`src/rtl/clkdiv_pkg.sv`:
```
// clkdiv_pkg: shared constants and helpers for the
// multi-channel programmable clock divider.
package clkdiv_pkg;

    localparam int CLK_HZ = 50_000_000;

    function automatic int ceillog2(input int n);
        int r;
        r = 0;
        for (int i = 0; i < 31; i++) begin
            if ((1 << i) < n) r = i + 1;
        end
        return r;
    endfunction

    // channel-select width, never below one bit
    function automatic int ch_width(input int ch);
        return (ceillog2(ch) > 1) ? ceillog2(ch) : 1;
    endfunction

    // half-period in clk cycles for a wanted output frequency
    function automatic int hp_for(input int freq);
        return CLK_HZ / (2 * freq);
    endfunction

endpackage

```
`src/rtl/clkdiv_chan.sv`:
```
// clkdiv_chan: one divider channel with glitch-free
// half-period reload at period boundaries.
module clkdiv_chan #(
    parameter int CNT_W  = 26,
    parameter int DEF_HP = 25_000_000
) (
    input  logic             clk,
    input  logic             rst_n,
    input  logic             en,
    input  logic             sync,
    input  logic             ld,
    input  logic [CNT_W-1:0] ld_hp,
    output logic             clk_div,
    output logic             tick
);

    logic [CNT_W-1:0] hp;
    logic [CNT_W-1:0] pend;
    logic             pend_v;
    logic [CNT_W-1:0] cnt;
    logic             hp_zero;
    logic [CNT_W-1:0] hp_m1;
    logic             wrap;

    assign hp_zero = (hp == '0);
    assign hp_m1   = hp_zero ? '0 : hp - CNT_W'(1);
    assign wrap    = !hp_zero && (cnt == hp_m1);

    // counter, divided clock, tick and half-period reload
    always_ff @(posedge clk) begin
        if (!rst_n) begin
            hp      <= CNT_W'(DEF_HP);
            pend    <= '0;
            pend_v  <= 1'b0;
            cnt     <= '0;
            clk_div <= 1'b0;
            tick    <= 1'b0;
        end else if (sync) begin
            cnt     <= '0;
            clk_div <= 1'b0;
            tick    <= 1'b0;
            if (ld) begin
                hp     <= ld_hp;
                pend_v <= 1'b0;
            end else if (pend_v) begin
                hp     <= pend;
                pend_v <= 1'b0;
            end
        end else begin
            if (hp_zero) begin
                cnt     <= '0;
                clk_div <= 1'b0;
                tick    <= 1'b0;
                if (pend_v) begin
                    hp     <= pend;
                    pend_v <= 1'b0;
                end
            end else if (!en) begin
                tick <= 1'b0;
            end else if (wrap) begin
                cnt     <= '0;
                clk_div <= ~clk_div;
                tick    <= 1'b1;
                if (pend_v) begin
                    hp     <= pend;
                    pend_v <= 1'b0;
                end
            end else begin
                cnt  <= cnt + CNT_W'(1);
                tick <= 1'b0;
            end
            // a write on a wrap edge queues for the next wrap
            if (ld) begin
                pend   <= ld_hp;
                pend_v <= 1'b1;
            end
        end
    end

endmodule

```
`src/rtl/clkdiv_multi.sv`:
```
// clkdiv_multi: CH programmable 50%-duty dividers sharing
// one half-period write port.
module clkdiv_multi
    import clkdiv_pkg::*;
#(
    parameter int CH     = 4,
    parameter int CNT_W  = 26,
    parameter int DEF_HP = 25_000_000,
    localparam int CH_W  = ch_width(CH)
) (
    input  logic             clk,
    input  logic             rst_n,
    input  logic [CH-1:0]    en,
    input  logic             sync,
    input  logic             cfg_we,
    input  logic [CH_W-1:0]  cfg_ch,
    input  logic [CNT_W-1:0] cfg_hp,
    output logic             cfg_ack,
    output logic             cfg_err,
    output logic [CH-1:0]    clk_div,
    output logic [CH-1:0]    tick
);

    logic cfg_ok;

    assign cfg_ok = ({{(32-CH_W){1'b0}}, cfg_ch} < CH);

    // write accept / reject strobes, one cycle after cfg_we
    always_ff @(posedge clk) begin
        if (!rst_n) begin
            cfg_ack <= 1'b0;
            cfg_err <= 1'b0;
        end else begin
            cfg_ack <= cfg_we && cfg_ok;
            cfg_err <= cfg_we && !cfg_ok;
        end
    end

    for (genvar i = 0; i < CH; i++) begin : g_ch
        logic ld;

        assign ld = cfg_we && cfg_ok && (cfg_ch == CH_W'(i));

        clkdiv_chan #(
            .CNT_W  (CNT_W),
            .DEF_HP (DEF_HP)
        ) u_chan (
            .clk     (clk),
            .rst_n   (rst_n),
            .en      (en[i]),
            .sync    (sync),
            .ld      (ld),
            .ld_hp   (cfg_hp),
            .clk_div (clk_div[i]),
            .tick    (tick[i])
        );
    end

endmodule

```
`config.mk`:
```
export PLATFORM = sky130hd
export DESIGN_NAME = clkdiv_multi
export DESIGN_NICKNAME = d
export VERILOG_FILES = /design/src/rtl/clkdiv_pkg.sv /design/src/rtl/clkdiv_chan.sv /design/src/rtl/clkdiv_multi.sv
export SDC_FILE = /design/constraint.sdc
export NUM_CORES = 1
export LEC_CHECK = 0
export ABC_AREA = 1
export CORE_MARGIN = 8
export CORE_UTILIZATION = 60
export CTS_CLUSTER_DIAMETER = 150
export DETAILED_ROUTE_END_ITERATION = 8
export PLACE_DENSITY = 0.77
export SYNTH_ARGS = -nofsm -noshare
export SYNTH_HDL_FRONTEND = slang
export SYNTH_HIERARCHICAL = 1
export SYNTH_SLANG_ARGS = --single-unit
export TNS_END_PERCENT = 30
```
`constraint.sdc`:
```
create_clock -name clk -period 2.73 [get_ports clk]
set_input_delay 0.546 -clock clk [delete_from_list [all_inputs] [get_ports clk]]
set_output_delay 0.546 -clock clk [all_outputs]
set_load 0.005 [all_outputs]
```
==> results of run 1 <==
## flip-flops by register name (all words and copies together), names as in the netlist
register / flops
g_ch.u_chan/tick: 4
g_ch.u_chan/cnt: 104
cfg_ack: 1
g_ch.u_chan/pend: 104
g_ch.u_chan/pend_v: 4
g_ch.u_chan/hp: 104
g_ch.u_chan/clk_div: 4
## repair_timing
action / CTS / global route
buffers inserted: 0 / 14
endpoints found under the hold margin: 0 / 0
gates resized for setup: 9 / 134
endpoints found under the setup margin: 89 / 213
gates cloned: 0 / 7
pin swaps: 0 / 28
## critical path: stages, from the launching register on
cell                        delay (ns)
sky130_fd_sc_hd__dfxtp_4          0.36
sky130_fd_sc_hd__inv_4            0.07
sky130_fd_sc_hd__ha_4             0.17
sky130_fd_sc_hd__nand2_4          0.09
sky130_fd_sc_hd__nor2_8           0.19
sky130_fd_sc_hd__buf_8            0.14
sky130_fd_sc_hd__nand3_1          0.08
sky130_fd_sc_hd__nand2_1          0.13
sky130_fd_sc_hd__nand3_1          0.10
sky130_fd_sc_hd__nand2_1          0.10
sky130_fd_sc_hd__nand2_1          0.08
sky130_fd_sc_hd__nor2_2           0.13
sky130_fd_sc_hd__nand2_1          0.09
sky130_fd_sc_hd__nor2_4           0.18
sky130_fd_sc_hd__nand3_4          0.24
sky130_fd_sc_hd__clkbuf_16        0.25
sky130_fd_sc_hd__nand3_1          0.09
sky130_fd_sc_hd__nand3_1          0.10
## final cells by class
class / count / area (um^2)
multi-input combinational: 2825 / 14100
fill: 3320 / 11300
sequential: 325 / 6520
timing repair buffer: 208 / 1920
inverter: 403 / 1530
clock buffer: 49 / 1070
tap: 474 / 593
clock inverter: 17 / 208
## kinds of logic (layout without fill, tap and decap cells)
logic type | count (synthesis) | after routing | share of synthesized area
simple gates | 2192 | 2193 | 0.439
buf+inv | 557 | 677 | 0.105
compound gates | 495 | 495 | 0.113
flops | 325 | 325 | 0.289
xor+xnor | 128 | 128 | 0.0498
fa+ha+maj | 8 | 8 | 0.00445
other cells | 1 | 1 | 0.000167
## power groups by stage
stage                     Sequential, mW  Clock, mW  Combinational (mW)
final                               5.10       5.27                2.19
after global routing                5.12       5.51                2.42
after CTS                           5.08       5.34                2.04
after detailed placement            5.18          0                2.01
after global placement              5.18          0                1.97
after floorplan                     5.14          0                1.40
## through the flow
| step | setup slack (ns) | hold slack [ns] |
|---|---|---|
| after floorplan | 0.280 | 0.429 |
| after global placement | -0.00222 | 0.439 |
| after detailed placement | -0.0960 | 0.445 |
| after CTS | -0.000360 | 0.320 |
| after global routing | -0.103 | 0.335 |
| final | -0.0288 | 0.345 |
## metal layers
metal | vias to the layer above | wire [um] | GRT usage
li1 | 12100 | - | -
met4 | 0 | 3700 | 0.154
met3 | 206 | 4100 | 0.0267
met5 | - | 0 | 0
met2 | 957 | 32500 | 0.494
met1 | 11100 | 30600 | 0.392
## cell usage after synthesis, types with 37 or more instances
| library cell | instances | area [um^2] |
|---|---|---|
| sky130_fd_sc_hd__o21ai_0 | 359 | 1800 |
| sky130_fd_sc_hd__a21oi_1 | 104 | 521 |
| sky130_fd_sc_hd__dfxtp_1 | 325 | 6510 |
| sky130_fd_sc_hd__nand3_1 | 332 | 1660 |
| sky130_fd_sc_hd__nand2_1 | 979 | 3670 |
| sky130_fd_sc_hd__inv_1 | 373 | 1400 |
| sky130_fd_sc_hd__clkbuf_1 | 89 | 334 |
| sky130_fd_sc_hd__xor2_1 | 120 | 1050 |
| sky130_fd_sc_hd__nor2_1 | 565 | 2120 |
| sky130_fd_sc_hd__nor3_1 | 37 | 185 |
| sky130_fd_sc_hd__nand4_1 | 108 | 676 |
| sky130_fd_sc_hd__nand3_2 | 51 | 510 |
## path summary, 6_finish.rpt
check                                                      endpoint
worst min register to register  g_ch[1].u_chan/pend[7]$_SDFFE_PN0P_
worst max-delay path             g_ch[3].u_chan/hp[16]$_SDFFE_PN1P_
worst min-delay path             g_ch[2].u_chan/hp[19]$_SDFFE_PN1P_
worst max register to register   g_ch[3].u_chan/hp[16]$_SDFFE_PN1P_
==> results.md, run 1 <==
## STA
• **final worst-path cycle share** 1.01
• **setup repair after global routing missed its margin** yes
• **number of pins exceeding their max-slew limit in the final report** 0
• **worst rel slew slack** 0.417
• **shortest clock period the worst path allows after layout** 2.76 ns
• **final hold viol count** 0
• **worst clock skew** 0.0101 ns
• **slew at the pin closest to its max-slew limit** 0.873 ns
• **Max Freq** 362 MHz
• **Final Setup Violations** 2
• **post-route worst setup slack** -0.0288 ns
• **final total negative setup slack** -0.0459 ns

## Min path
• **startpoint of the most critical hold path** rst_n
• **Hold Path Cell Cnt** 2
• **worst hold path class** input port to flip-flop

## Power
• **leakage power summed over all cells** 11.7 nW
• **switching share of power** 0.293
• **PnR Total Power** 12.6 mW
• **internal cell power** 8.87 mW
• **clock network fraction of design power** 0.419
• **net load switching power** 3.68 mW
• **Worst IR Drop VDD** 0.487 mV
• **sequential group share of total power** 0.406
• **pwr dens** 484 nW/um^2
• **Gate power share** 0.174

## Layout
• **most frequent cells in the layout** sky130_fd_sc_hd__nand2_1 (962), sky130_fd_sc_hd__nor2_1 (529), sky130_fd_sc_hd__inv_1 (366)
• **number of antenna cells inserted** 0
• **area of all placed cells without fillers** 26000 um^2
• **layout overhead on the synthesized area** 15.3%
• **leading cell type in the layout, fill and taps excluded** sky130_fd_sc_hd__nand2_1
• **Finished Core Util** 0.696
• **final non-filler cell total** 4301
• **count of nets after finishing** 3844
• **layout cells sized above 1** 0.127

## Placed design
• **dpl hpwl** 51500 um
• **PortBufs** 44
• **weighted congestion reported at the end of routability-driven placement** 0.956
• **number of instances in the placed design** 4214
• **total placed instance area** 23900 um^2

## Worst setup path
• **type of origin of the critical path** flip-flop
• **RR Startpoint** g_ch[3].u_chan/hp[1]$_SDFFE_PN0P_
• **Crit path required time** 3.13 ns
• **flop-to-flop setup slack** -0.03 ns
• **launching element of the worst setup path** g_ch[3].u_chan/hp[1]$_SDFFE_PN0P_
• **FF-to-FF path depth** 17
• **highest fanout seen on the critical path** 8
• **CP Data Arrival Time** 3.16 ns
• **nature of the critical path endpoint** flip-flop
• **type of the setup path with the least slack** flip-flop to flip-flop

## Die
• **Initial Utilization** 0.603
• **overall die area** 44000 um^2
• **Die Y** 210 um
• **total I/O pin count** 46
• **horizontal die dimension** 210 um
• **core box area** 37300 um^2
• **Core Rows** 71

## Route
• **initial DRC count** 2376
• **number of vias per cell** 5.66
• **DRC viols** 0
• **total length of routed wires** 70900 um
• **Routed WL per cell** 16.5 um
• **count of antenna-violating nets left after detailed routing** 0
• **Pre-antenna DRT Iters** 6
• **number of vias in the routed layout** 24300

## Clock network
• **clock insertion delay at the later pin of the skew report** 0.56 ns
• **clock tree from TritonCTS** done
• **clock slew seen by the registers of the worst setup and hold paths** 0.06 ns
• **# hold bufs at CTS** 0
• **clk root buf** sky130_fd_sc_hd__clkbuf_16
• **number of levels the H-tree was split into** 2
• **number of sinks driven by the clock tree** 325
• **Num CTS Buffers** 37
• **CTS max path bufs** 3

## Job
• **max-cap check violation count** 0

## Yosys
• **share of the yosys chip area belonging to registers** 0.289
• **cell area after synthesis** 22500 um^2
• **Post-Synthesis Net Count** 3750
• **Avg Inst Size Synth** 6.07 um^2
• **proportion of register bits with asynchronous set or reset after synthesis** 0
• **Post-Synthesis Cells** 3706
• **Synth warnings** 6
• **FF+latch count, synth** 325
• **Yosys cell types** 40
• **number of synthesized flops with an enable pin** 0
• **ys flop type** sky130_fd_sc_hd__dfxtp_1

## Global route
• **maximum number of pins on one net before global-route repair** 76
• **Remaining Overflow, GRT** 0
• **global-route wire length before repair** 111000 um
• **overall global routing resource usage** 0.301
• **vias in the first global route** 22000
• **antenna violations before repair** 0

## Run status
• **result of the run** finished with violations
• **violated checks** setup timing

(Power assumes the default switching activity.)
==> run 2, diff against run 1 <==
--- a/config.mk
+++ b/config.mk
@@ -15,4 +15,4 @@
 export SYNTH_HDL_FRONTEND = slang
 export SYNTH_HIERARCHICAL = 1
 export SYNTH_SLANG_ARGS = --single-unit
-export TNS_END_PERCENT = 30
+export TNS_END_PERCENT = 5
==> constraint.sdc (replaced) <==
create_clock -name clk -period 3.4 [get_ports clk]
set_input_delay 0.68 -clock clk [delete_from_list [all_inputs] [get_ports clk]]
set_output_delay 0.68 -clock clk [all_outputs]
set_load 0.005 [all_outputs]
==> run 2 against run 1 <==
  * The flow now finishes without violations
  * Combinational power is 31% lower
  * Critical endpoint is now g_ch[0].u_chan/hp[4]$_SDFFE_PN0P_
  * Maximum frequency shrank 13%
  * Setup slack improved by 0.25 ns
  * Critical path type unchanged
  * Clock-buffer cell count increased by 3
==> results.md, run 2 (synthesis results as in run 1) <==
## Placed design
• **total placed instance area** 23100 um^2
• **PortBufs** 44
• **weighted congestion reported at the end of routability-driven placement** 0.969
• **dpl hpwl** 50300 um
• **number of instances in the placed design** 4124

## Global route
• **global-route wire length before repair** 110000 um
• **overall global routing resource usage** 0.299
• **Remaining Overflow, GRT** 0
• **maximum number of pins on one net before global-route repair** 65
• **antenna violations before repair** 0
• **vias in the first global route** 21600

## Route
• **number of vias in the routed layout** 23600
• **count of antenna-violating nets left after detailed routing** 0
• **Routed WL per cell** 16.2 um
• **number of vias per cell** 5.63
• **initial DRC count** 2279
• **total length of routed wires** 68000 um
• **DRC viols** 0
• **Pre-antenna DRT Iters** 5

## Layout
• **leading cell type in the layout, fill and taps excluded** sky130_fd_sc_hd__nand2_1
• **layout cells sized above 1** 0.0777
• **most frequent cells in the layout** sky130_fd_sc_hd__nand2_1 (979), sky130_fd_sc_hd__nor2_1 (559), sky130_fd_sc_hd__inv_1 (373)
• **layout overhead on the synthesized area** 8.73%
• **count of nets after finishing** 3737
• **final non-filler cell total** 4194
• **area of all placed cells without fillers** 24500 um^2
• **number of antenna cells inserted** 0
• **biggest regs** g_ch.u_chan/cnt (104), g_ch.u_chan/hp (104), g_ch.u_chan/pend (104)

## Clock network
• **# hold bufs at CTS** 0
• **clock tree from TritonCTS** done
• **clock slew seen by the registers of the worst setup and hold paths** 0.06 ns
• **number of levels the H-tree was split into** 2
• **clock insertion delay at the later pin of the skew report** 0.56 ns
• **CTS max path bufs** 3
• **clk root buf** sky130_fd_sc_hd__clkbuf_16
• **number of sinks driven by the clock tree** 325
• **Num CTS Buffers** 37

## Die
• **total I/O pin count** 46
• **Initial Utilization** 0.603
• **Core Rows** 71
• **Die Y** 210 um
• **core box area** 37300 um^2
• **horizontal die dimension** 210 um
• **overall die area** 44000 um^2

## STA
• **worst rel slew slack** 0.412
• **final hold viol count** 0
• **setup repair after global routing missed its margin** no
• **shortest clock period the worst path allows after layout** 3.17 ns
• **final worst-path cycle share** 0.933
• **number of pins exceeding their max-slew limit in the final report** 0
• **Max Freq** 315 MHz
• **final total negative setup slack** 0 ns
• **slew at the pin closest to its max-slew limit** 0.881 ns
• **Final Setup Violations** 0
• **worst clock skew** 0.0173 ns

## Worst setup path
• **Crit path required time** 3.89 ns
• **RR Startpoint** g_ch[0].u_chan/hp[0]$_SDFFE_PN0P_
• **type of the setup path with the least slack** flip-flop to flip-flop
• **highest fanout seen on the critical path** 12
• **type of origin of the critical path** flip-flop
• **end of the worst register-to-register path** g_ch[0].u_chan/hp[4]$_SDFFE_PN0P_
• **nature of the critical path endpoint** flip-flop
• **flop-to-flop setup slack** 0.23 ns
• **CP Data Arrival Time** 3.66 ns
• **FF-to-FF path depth** 16
• **launching element of the worst setup path** g_ch[0].u_chan/hp[0]$_SDFFE_PN0P_

## Power
• **leakage power summed over all cells** 11.1 nW
• **PnR Total Power** 9.85 mW
• **pwr dens** 403 nW/um^2
• **Worst IR Drop VDD** 0.381 mV

## Min path
• **worst hold path class** flip-flop to flip-flop
• **Hold Path Cell Cnt** 2
• **startpoint of the most critical hold path** g_ch[0].u_chan/pend[4]$_SDFFE_PN0P_
• **end point of the worst hold path** g_ch[0].u_chan/pend[4]$_SDFFE_PN0P_

## Run status
• **result of the run** complete, no violations

## Job
• **max-cap check violation count** 0

==> run 2: changes by cell type in the layout (fill, tap and decap cells not counted), sizes merged <==
cell	change
buf	-101
clkbuf	-2
clkinv	-2
bufinv	-1
nand3	-1
==> run 2: final cells by class <==
type | instances | area [um^2]
Fill cell | 3458 | 12800
Sequential cell | 325 | 6510
Timing Repair Buffer | 102 | 898
Tap cell | 474 | 593
Multi-Input combinational cell | 2824 | 13700
Inverter | 403 | 1520
Clock inverter | 14 | 160
Clock buffer | 52 | 1120
==> run 2: power by group <==
group          leakage, nW  total (mW)  internal, mW  switching (mW)
registers             2.65        4.12          3.95           0.177
logic                 7.79        1.51         0.508            1.00
clock network        0.631        4.22          2.54            1.68
==> run 2: how the worst max path moves through the flow <==
stage	slack [ns]	cells after the start	to
floorplan	0.95	15	g_ch[3].u_chan/hp[11]$_SDFFE_PN1P_
global placement	0.20	15	g_ch[0].u_chan/hp[0]$_SDFFE_PN0P_
detailed placement	0.15	16	g_ch[0].u_chan/hp[4]$_SDFFE_PN0P_
CTS	0.09	15	g_ch[0].u_chan/hp[15]$_SDFFE_PN0P_
global route	0.01	16	g_ch[0].u_chan/hp[4]$_SDFFE_PN0P_
finish	0.23	16	g_ch[0].u_chan/hp[4]$_SDFFE_PN0P_
==> run 2: worst max-delay path, cell delays in order (launching register included) <==
cell and delay (ns):
sky130_fd_sc_hd__dfxtp_1 0.38, sky130_fd_sc_hd__inv_2 0.13, sky130_fd_sc_hd__ha_1 0.32, sky130_fd_sc_hd__nand2_1 0.16, sky130_fd_sc_hd__nor2_2 0.20, sky130_fd_sc_hd__nand3_2 0.17, sky130_fd_sc_hd__nor2_8 0.24, sky130_fd_sc_hd__inv_4 0.08
sky130_fd_sc_hd__nand3_1 0.13, sky130_fd_sc_hd__xor2_1 0.22, sky130_fd_sc_hd__nand3_1 0.18, sky130_fd_sc_hd__nor2_4 0.17, sky130_fd_sc_hd__nand3_4 0.20, sky130_fd_sc_hd__buf_4 0.26, sky130_fd_sc_hd__nand3_2 0.06, sky130_fd_sc_hd__nand2_1 0.05
sky130_fd_sc_hd__nor2_1 0.15
==> run 2: layer usage <==
metal	part of all wire	track usage	vias to the layer above
li1	-	-	11900
met3	0.059	0.0365	174
met2	0.45	0.490	864
met4	0.050	0.148	0
met5	0	0	-
met1	0.44	0.384	10700
==> run 2: per-stage QoR <==
step,hold WS (ns),utilization,setup WS (ns)
finish,0.454,0.656,0.226
global route,0.480,0.656,0.0101
CTS,0.455,0.655,0.0891
detailed placement,0.446,0.620,0.148
global placement,0.441,0.620,0.197
floorplan,0.429,-,0.950
==> run 2: timing repair <==
action / 4_1_cts / 5_1_grt
setup buffers: 0 / 4
endpoints found under the setup margin: 0 / 66
gates resized for setup: 0 / 4
